### src/rtl/seg7_pkg.sv
// Shared types and glyph constants for the multiplexed seven-segment scanner.
// Segment bytes are {A,B,C,D,E,F,G,DP}, active-low.
package seg7_pkg;

    typedef enum logic [1:0] {
        ST_IDLE   = 2'd0,
        ST_CONV   = 2'd1,
        ST_COMMIT = 2'd2
    } state_e;

    localparam logic [7:0] SEG_0     = 8'h03;
    localparam logic [7:0] SEG_1     = 8'h9F;
    localparam logic [7:0] SEG_2     = 8'h25;
    localparam logic [7:0] SEG_3     = 8'h0D;
    localparam logic [7:0] SEG_4     = 8'h99;
    localparam logic [7:0] SEG_5     = 8'h49;
    localparam logic [7:0] SEG_6     = 8'h41;
    localparam logic [7:0] SEG_7     = 8'h1F;
    localparam logic [7:0] SEG_8     = 8'h01;
    localparam logic [7:0] SEG_9     = 8'h09;
    localparam logic [7:0] SEG_A     = 8'h11;
    localparam logic [7:0] SEG_B     = 8'hC1;
    localparam logic [7:0] SEG_C     = 8'h63;
    localparam logic [7:0] SEG_D     = 8'h85;
    localparam logic [7:0] SEG_E     = 8'h61;
    localparam logic [7:0] SEG_F     = 8'h71;
    localparam logic [7:0] SEG_DASH  = 8'hFD;
    localparam logic [7:0] SEG_BLANK = 8'hFF;

    // Sized for the widest legal digit count; callers slice to N_DIGITS.
    localparam logic [7:0] AN_OFF  = 8'hFF;
    localparam logic [7:0] SEG_OFF = 8'hFF;

    function automatic logic [7:0] glyph(input logic [3:0] nib);
        logic [7:0] seg;
        case (nib)
            4'h0:    seg = SEG_0;
            4'h1:    seg = SEG_1;
            4'h2:    seg = SEG_2;
            4'h3:    seg = SEG_3;
            4'h4:    seg = SEG_4;
            4'h5:    seg = SEG_5;
            4'h6:    seg = SEG_6;
            4'h7:    seg = SEG_7;
            4'h8:    seg = SEG_8;
            4'h9:    seg = SEG_9;
            4'hA:    seg = SEG_A;
            4'hB:    seg = SEG_B;
            4'hC:    seg = SEG_C;
            4'hD:    seg = SEG_D;
            4'hE:    seg = SEG_E;
            default: seg = SEG_F;
        endcase
        return seg;
    endfunction

endpackage

### src/rtl/seg7_bin2bcd.sv
// Sequential double-dabble converter: one shift-add-3 step per cycle for BIN_W cycles.
// bcd_o/ovf_o hold the final result from the cycle after done_o onward.
module seg7_bin2bcd
    import seg7_pkg::*;
#(
    parameter int BIN_W    = 14,
    parameter int N_DIGITS = 4
) (
    input  logic                  clk,
    input  logic                  rst_n,
    input  logic                  start_i,
    input  logic [BIN_W-1:0]      bin_i,
    output logic                  busy_o,
    output logic                  done_o,
    output logic [4*N_DIGITS-1:0] bcd_o,
    output logic                  ovf_o
);

    // One spare digit above the largest possible result keeps add-3 from carrying out.
    localparam int FIT_DIGITS = (BIN_W * 3) / 10 + 1;
    localparam int BCD_DIGITS = ((FIT_DIGITS > N_DIGITS) ? FIT_DIGITS : N_DIGITS) + 1;
    localparam int BCD_W      = 4 * BCD_DIGITS;
    localparam int CNT_W      = $clog2(BIN_W + 1);

    logic [BIN_W-1:0] sh_q, sh_d;
    logic [BCD_W-1:0] bcd_q, bcd_d, adj;
    logic [CNT_W-1:0] cnt_q, cnt_d;
    logic             busy_q, busy_d;
    logic             unused_adj_msb;

    assign unused_adj_msb = adj[BCD_W-1];

    always_comb begin
        adj = bcd_q;
        for (int i = 0; i < BCD_DIGITS; i++) begin
            if (bcd_q[4*i +: 4] >= 4'd5) begin
                adj[4*i +: 4] = bcd_q[4*i +: 4] + 4'd3;
            end
        end

        sh_d   = sh_q;
        bcd_d  = bcd_q;
        cnt_d  = cnt_q;
        busy_d = busy_q;
        if (start_i) begin
            sh_d   = bin_i;
            bcd_d  = '0;
            cnt_d  = '0;
            busy_d = 1'b1;
        end else if (busy_q) begin
            bcd_d = {adj[BCD_W-2:0], sh_q[BIN_W-1]};
            sh_d  = {sh_q[BIN_W-2:0], 1'b0};
            cnt_d = cnt_q + 1'b1;
            if (cnt_q == CNT_W'(BIN_W - 1)) begin
                busy_d = 1'b0;
            end
        end
    end

    always_ff @(posedge clk) begin
        if (!rst_n) begin
            sh_q   <= '0;
            bcd_q  <= '0;
            cnt_q  <= '0;
            busy_q <= 1'b0;
        end else begin
            sh_q   <= sh_d;
            bcd_q  <= bcd_d;
            cnt_q  <= cnt_d;
            busy_q <= busy_d;
        end
    end

    assign busy_o = busy_q;
    assign done_o = busy_q && (cnt_q == CNT_W'(BIN_W - 1));
    assign bcd_o  = bcd_q[4*N_DIGITS-1:0];
    assign ovf_o  = |bcd_q[BCD_W-1:4*N_DIGITS];

endmodule

### src/rtl/seg7_scan_ctrl.sv
// Multiplexed seven-segment display controller: captures a value, converts it to
// hex or decimal digits, and time-slices the digits onto shared active-low segments.
module seg7_scan_ctrl
    import seg7_pkg::*;
#(
    parameter int N_DIGITS = 4,
    parameter int BIN_W    = 14,
    parameter int DIV      = 25000
) (
    input  logic                clk,
    input  logic                rst_n,
    input  logic                load_i,
    input  logic [BIN_W-1:0]    value_i,
    input  logic                hex_i,
    input  logic [N_DIGITS-1:0] dp_i,
    input  logic                blank_lz_i,
    output logic                busy_o,
    output logic                ovf_o,
    output logic [N_DIGITS-1:0] an_o,
    output logic [7:0]          seg_o
);

    localparam int DW    = 4 * N_DIGITS;
    localparam int HEX_W = (BIN_W < DW) ? BIN_W : DW;
    localparam int CNT_W = $clog2(DIV);
    localparam int IDX_W = (N_DIGITS > 1) ? $clog2(N_DIGITS) : 1;

    state_e               state_q, state_d;
    logic [HEX_W-1:0]     hexv_q, hexv_d;
    logic                 hex_q, hex_d;
    logic [DW-1:0]        dig_q, dig_d;
    logic                 ovf_q, ovf_d;
    logic [CNT_W-1:0]     cnt_q, cnt_d;
    logic [IDX_W-1:0]     idx_q, idx_d;
    logic [N_DIGITS-1:0]  an_q, an_d;
    logic [7:0]           seg_q, seg_d;

    logic                 conv_start, conv_busy, conv_done, conv_ovf;
    logic [DW-1:0]        conv_bcd;

    seg7_bin2bcd #(
        .BIN_W    (BIN_W),
        .N_DIGITS (N_DIGITS)
    ) u_bin2bcd (
        .clk     (clk),
        .rst_n   (rst_n),
        .start_i (conv_start),
        .bin_i   (value_i),
        .busy_o  (conv_busy),
        .done_o  (conv_done),
        .bcd_o   (conv_bcd),
        .ovf_o   (conv_ovf)
    );

    // Display registers change only in COMMIT, so the old digits stay lit during CONV.
    always_comb begin
        state_d    = state_q;
        hexv_d     = hexv_q;
        hex_d      = hex_q;
        dig_d      = dig_q;
        ovf_d      = ovf_q;
        conv_start = 1'b0;
        case (state_q)
            ST_IDLE: begin
                if (load_i) begin
                    hexv_d     = value_i[HEX_W-1:0];
                    hex_d      = hex_i;
                    conv_start = !hex_i;
                    state_d    = hex_i ? ST_COMMIT : ST_CONV;
                end
            end
            ST_CONV: begin
                if (conv_done) begin
                    state_d = ST_COMMIT;
                end else if (!conv_busy) begin
                    state_d = ST_IDLE;
                end
            end
            ST_COMMIT: begin
                if (hex_q) begin
                    dig_d = DW'(hexv_q);
                    ovf_d = 1'b0;
                end else begin
                    dig_d = conv_bcd;
                    ovf_d = conv_ovf;
                end
                state_d = ST_IDLE;
            end
            default: state_d = ST_IDLE;
        endcase
    end

    logic [N_DIGITS-1:0] blank_m;
    logic                all_zero;
    logic [3:0]          sel_dig;
    logic                sel_blank;
    logic                sel_dp;

    always_comb begin
        cnt_d = (cnt_q == CNT_W'(DIV - 1)) ? '0 : cnt_q + 1'b1;
        idx_d = idx_q;
        if (cnt_q == CNT_W'(DIV - 1)) begin
            idx_d = (idx_q == IDX_W'(N_DIGITS - 1)) ? '0 : idx_q + 1'b1;
        end

        // A digit is a leading zero when it and every digit above it are zero.
        all_zero = 1'b1;
        blank_m  = '0;
        for (int k = N_DIGITS - 1; k >= 0; k--) begin
            all_zero = all_zero & (dig_q[4*k +: 4] == 4'd0);
            if (k > 0) begin
                blank_m[k] = all_zero;
            end
        end

        sel_dig   = '0;
        sel_blank = 1'b0;
        sel_dp    = 1'b0;
        an_d      = AN_OFF[N_DIGITS-1:0];
        for (int k = 0; k < N_DIGITS; k++) begin
            if (idx_q == IDX_W'(k)) begin
                sel_dig   = dig_q[4*k +: 4];
                sel_blank = blank_m[k];
                sel_dp    = dp_i[k];
                an_d[k]   = 1'b0;
            end
        end

        if (ovf_q) begin
            seg_d = SEG_DASH;
        end else if (blank_lz_i && sel_blank) begin
            seg_d = SEG_BLANK;
        end else begin
            seg_d = glyph(sel_dig);
        end
        seg_d[0] = !sel_dp;
    end

    always_ff @(posedge clk) begin
        if (!rst_n) begin
            state_q <= ST_IDLE;
            hexv_q  <= '0;
            hex_q   <= 1'b0;
            dig_q   <= '0;
            ovf_q   <= 1'b0;
            cnt_q   <= '0;
            idx_q   <= '0;
            an_q    <= AN_OFF[N_DIGITS-1:0];
            seg_q   <= SEG_OFF;
        end else begin
            state_q <= state_d;
            hexv_q  <= hexv_d;
            hex_q   <= hex_d;
            dig_q   <= dig_d;
            ovf_q   <= ovf_d;
            cnt_q   <= cnt_d;
            idx_q   <= idx_d;
            an_q    <= an_d;
            seg_q   <= seg_d;
        end
    end

    assign busy_o = (state_q != ST_IDLE);
    assign ovf_o  = ovf_q;
    assign an_o   = an_q;
    assign seg_o  = seg_q;

endmodule
### config.mk
export PLATFORM = sky130hd
export DESIGN_NAME = seg7_scan_ctrl
export DESIGN_NICKNAME = d
export VERILOG_FILES = /design/src/rtl/seg7_pkg.sv /design/src/rtl/seg7_bin2bcd.sv /design/src/rtl/seg7_scan_ctrl.sv
export SDC_FILE = /design/constraint.sdc
export NUM_CORES = 1
export LEC_CHECK = 0
export BUFFER_PORTS_ARGS = -buffer_cell sky130_fd_sc_hd__buf_2
export CORE_MARGIN = 4
export CORE_UTILIZATION = 55
export CTS_CLUSTER_SIZE = 12
export DETAILED_ROUTE_END_ITERATION = 6
export PLACE_DENSITY = 0.74
export SLEW_MARGIN = 20
export SYNTH_ARGS = -nofsm -noshare
export SYNTH_HDL_FRONTEND = slang
export SYNTH_SLANG_ARGS = --single-unit
### constraint.sdc
create_clock -name clk -period 6.5 [get_ports clk]
set_input_delay 1.95 -clock clk [delete_from_list [all_inputs] [get_ports clk]]
set_output_delay 1.95 -clock clk [all_outputs]
set_load 0.01 [all_outputs]
==> results.txt <==
----------------------------------------------------
[Outcome]
  Result of the run ... finished clean

[GRT]
  Total grt overflow ... 0
  Number of global-route vias before repair ... 3941
  All-layer global routing usage ... 0.1900
  Largest net degree at the start of global routing ... 62
  Antenna violations before repair ... 0
  Global-route wire length before repair ... approximately 18 mm

[Detailed routing]
  Detailed-routed wire length on met3 ... 339 um
  Metal-1 WL ... 4.784 mm
  DRC viols ... 0
  Routed length per placed instance ... 14.00 um
  Top Metal Used ... met4
  WL final ... 10.25 mm
  Wire length on met2 ... 4.997 mm
  Routed Antenna Nets ... 0
  Detailed Routing Iterations Pass 1 ... 5
  Via-per-instance ratio ... 5.538
  Total vias in the final route ... 4054
  Drt initial violations ... 184

[Floorplanning]
  Placeable core area ... 9240 sq um
  Die area ... 11090 sq um
  Starting Density ... 0.5634
  Die Y-Extent ... 105.3 um
  Cell row count ... 35
  Width of the chip ... 105.3 um
  Top-level I/O count ... 37

[Worst hold path]
  Type of the most critical hold path ... register to register
  Worst Hold Path Cells ... 2
  Worst min-delay path startpoint ... hexv_q[6]
  Worst Hold Path EP ... hexv_q[6]

[Finish]
  Proportion of layout cells with a drive suffix above 1 ... 0.1111
  Post-route standard cell area excluding fillers ... 5630 sq um
  Highest-count cells in the layout ignoring fill and taps ... 105 x dfxtp_1, 99 x nand2_1, 36 x nor2_1, 36 x buf_2, 34 x mux2i_1
  Multi-input gate area ... 2854 sq um
  Post-layout util ... 0.6093
  Area taken by flip-flops and latches ... roughly 2100 sq um
  Total inserted antenna cells ... 0
  Post-route non-filler standard cell count ... 732
  Synth-to-layout area growth ... 8.147%
  Leading cell type in the layout, fill and taps excluded ... dfxtp_1
  Final-layout fill cell count ... 795
  Layout net count ... 648

[Worst setup path]
  Worst reg2reg path depth ... 10
  Largest driver fanout on the critical path ... 31
  Startpoint type of the worst setup path ... input pin
  Type of the worst setup path ... input pin to register
  Destination of the worst register-to-register timing path ... seg_o[4]
  Critical Path AT ... 4190 ps
  Setup crit end kind ... register
  R2R Path Start ... idx_q[1]
  Setup slack of the most critical reg-to-reg path ... approximately 3700 ps
  Data required, critical path ... roughly 6800 ps

[Placed design]
  Post-DP Area ... around 5400 sq um
  Count of input and output buffers ... 36
  HPWL after detailed placement ... around 7.2 mm
  Setup slack at placement ... 2193 ps
  Final GP Congestion ... 0.8000
  Number of instances in the placed design ... 716

[Job]
  Total of max-cap violations ... 0

[STA]
  Final number of max-transition violations ... 0
  Final cycle utilization of the critical path ... 0.6040
  Final hold violations ... 0
  Tightest Pin Transition ... 1046 ps
  Min Tclk post-route ... around 3900 ps
  Setup WS post-layout ... 2574 ps
  Worst rel slew slack ... 0.3008
  Final setup vio count ... 0
  Worst slack on hold paths ... 471.9 ps
  Setup total negative slack ... 0 ps
  Maximum clock skew at final layout ... 6.214 ps
  Top achievable clock speed ... about 250 MHz
  Unrepaired setup endpoints after global routing ... no

[Synthesis]
  Mapped Cells ... about 580
  Area fraction in compound gates after synthesis ... 0.1711
  Synth cell types ... 52
  Area contributors post-synth ... dfxtp_1 41%, nand2_1 7.1%, mux2i_1 6.5%
  Fraction of the yosys area taken by sequential cells ... 0.4076
  Most common flop cell mapped by yosys ... dfxtp_1
  Post-synthesis cell type with the largest combined area ... dfxtp_1
  Synth warnings ... 0
  Share of synthesized registers carrying an async set or reset ... 0
  Share of the synthesized area in the top cell type ... 0.4076
  Number of synthesized flops with an enable pin ... 0
  Net Count, Synth ... 631
  Synthesized-area fraction occupied by and/or/nand/nor cells ... 0.1992
  Total of flip-flops plus latches after synthesis ... 106
  Adder-cell share of the synthesized area ... 0.06489
  Mean instance size in the synthesized netlist ... 8.961 sq um
  Multiplexer fraction of the synthesized cell area ... 0.06753
  Post-Syn Area ... roughly 5200 sq um
  Fraction of synthesized cell area in xor and xnor cells ... 0.04542
  Largest family of logic cells by synthesized area ... simple AND/OR/NAND/NOR gates

[Clock network]
  Clock tree from TritonCTS ... yes
  Root buffer selected by CTS ... clkbuf_8
  CTS resizes ... 0
  Total number of clock tree sinks ... around 110
  Setup fix buffers added after clock tree synthesis ... 0
  CTS H-Tree Depth ... 3
  Clock Latency Late Sink ... 360 ps
  Number of buffers on the longest clock path ... 2
  Clock-pin slew reported for the worst setup and hold paths after clock tree synthesis ... around 100 ps
  Number of buffers inserted during clock tree synthesis ... 9
  Number of hold buffers added after CTS ... 0

[Pwr]
  Overall power after layout ... 1.245 mW
  VDD IR max ... 0.00009730 V
  Leakage power ... 2.371 nW
  Total power divided by cell area ... about 220 nW/um^2

----------------------------------------------------
registers in the layout (all words and copies together) (netlist names):
name / cells
u_bin2bcd.bcd_q: 24
dig_q: 16
cnt_q: 15
hexv_q: 14
u_bin2bcd.sh_q: 14
seg_o: 8
an_o: 4
u_bin2bcd.cnt_q: 4
idx_q: 2
state_q: 2
hex_q: 1
ovf_o: 1
u_bin2bcd.busy_o: 1
critical path: stages:
cell      delay [ps]
buf_2            120
nand3b_1         770
nand2_1          870
a211oi_1         470
cell type report:
class	instances	share of cell area
Sequential cell	106	0.3776
Timing Repair Buffer	38	0.03467
Clock buffer	10	0.02444
Multi-Input combinational cell	421	0.5069
Clock inverter	6	0.01311
Tap cell	129	0.02867
Inverter	22	0.01467
metal layers:
metal,GRT usage,vias to the layer above
li1,-,2031
met1,0.2444,1948
met2,0.3124,62
met3,0.04287,13
met4,0.06842,0
met5,0,-
power breakdown:
part	switching (mW)	leakage [nW]	internal, mW
Combinational	0.0621	1.40	0.0551
Sequential	0.0295	0.865	0.677
Clock	0.229	0.101	0.193
Total	0.320	2.37	0.925
synth_stat cells (all sizes together) (2+ instances only):
cell type	count
and2	3
nand3b	8
nor3	2
o211a	26
nor2b	6
buf	15
clkbuf	17
and3	6
xnor2	18
xor2	9
a311oi	2
o211ai	15
inv	22
nand2	100
a211oi	2
a21o	5
nand4	3
nor4	5
a221oi	3
nor3b	5
or3	2
o21ai	15
dfxtp	106
nand3	19
nor2	37
a21oi	18
ha	27
mux2i	34
nand2b	19
a21boi	20
a311o	2
how the worst max path moves through the flow:
stage	cells past startpoint	start	slack (ps)	end
2_1_floorplan	5	hex_i	3740	hex_q
3_3_place_gp	4	load_i	2340	u_bin2bcd.cnt_q[1]
3_5_place_dp	4	load_i	2190	u_bin2bcd.cnt_q[1]
4_1_cts	4	load_i	2610	u_bin2bcd.cnt_q[1]
5_1_grt	4	load_i	2360	u_bin2bcd.cnt_q[1]
6_report	4	load_i	2570	u_bin2bcd.cnt_q[1]
kinds of logic (layout without fill, tap and decap cells):
| logic type | after synthesis | in the layout |
|---|---|---|
| AND/OR/NAND/NOR | 218 | 218 |
| buffers and inverters | 54 | 76 |
| AO/OA/AOI/OAI | 114 | 114 |
| multiplexers | 35 | 35 |
| adder cells (fa/ha/maj) | 27 | 27 |
| flip-flops | 106 | 106 |
| XOR/XNOR | 27 | 27 |
Power figures use the tool's default switching activity.
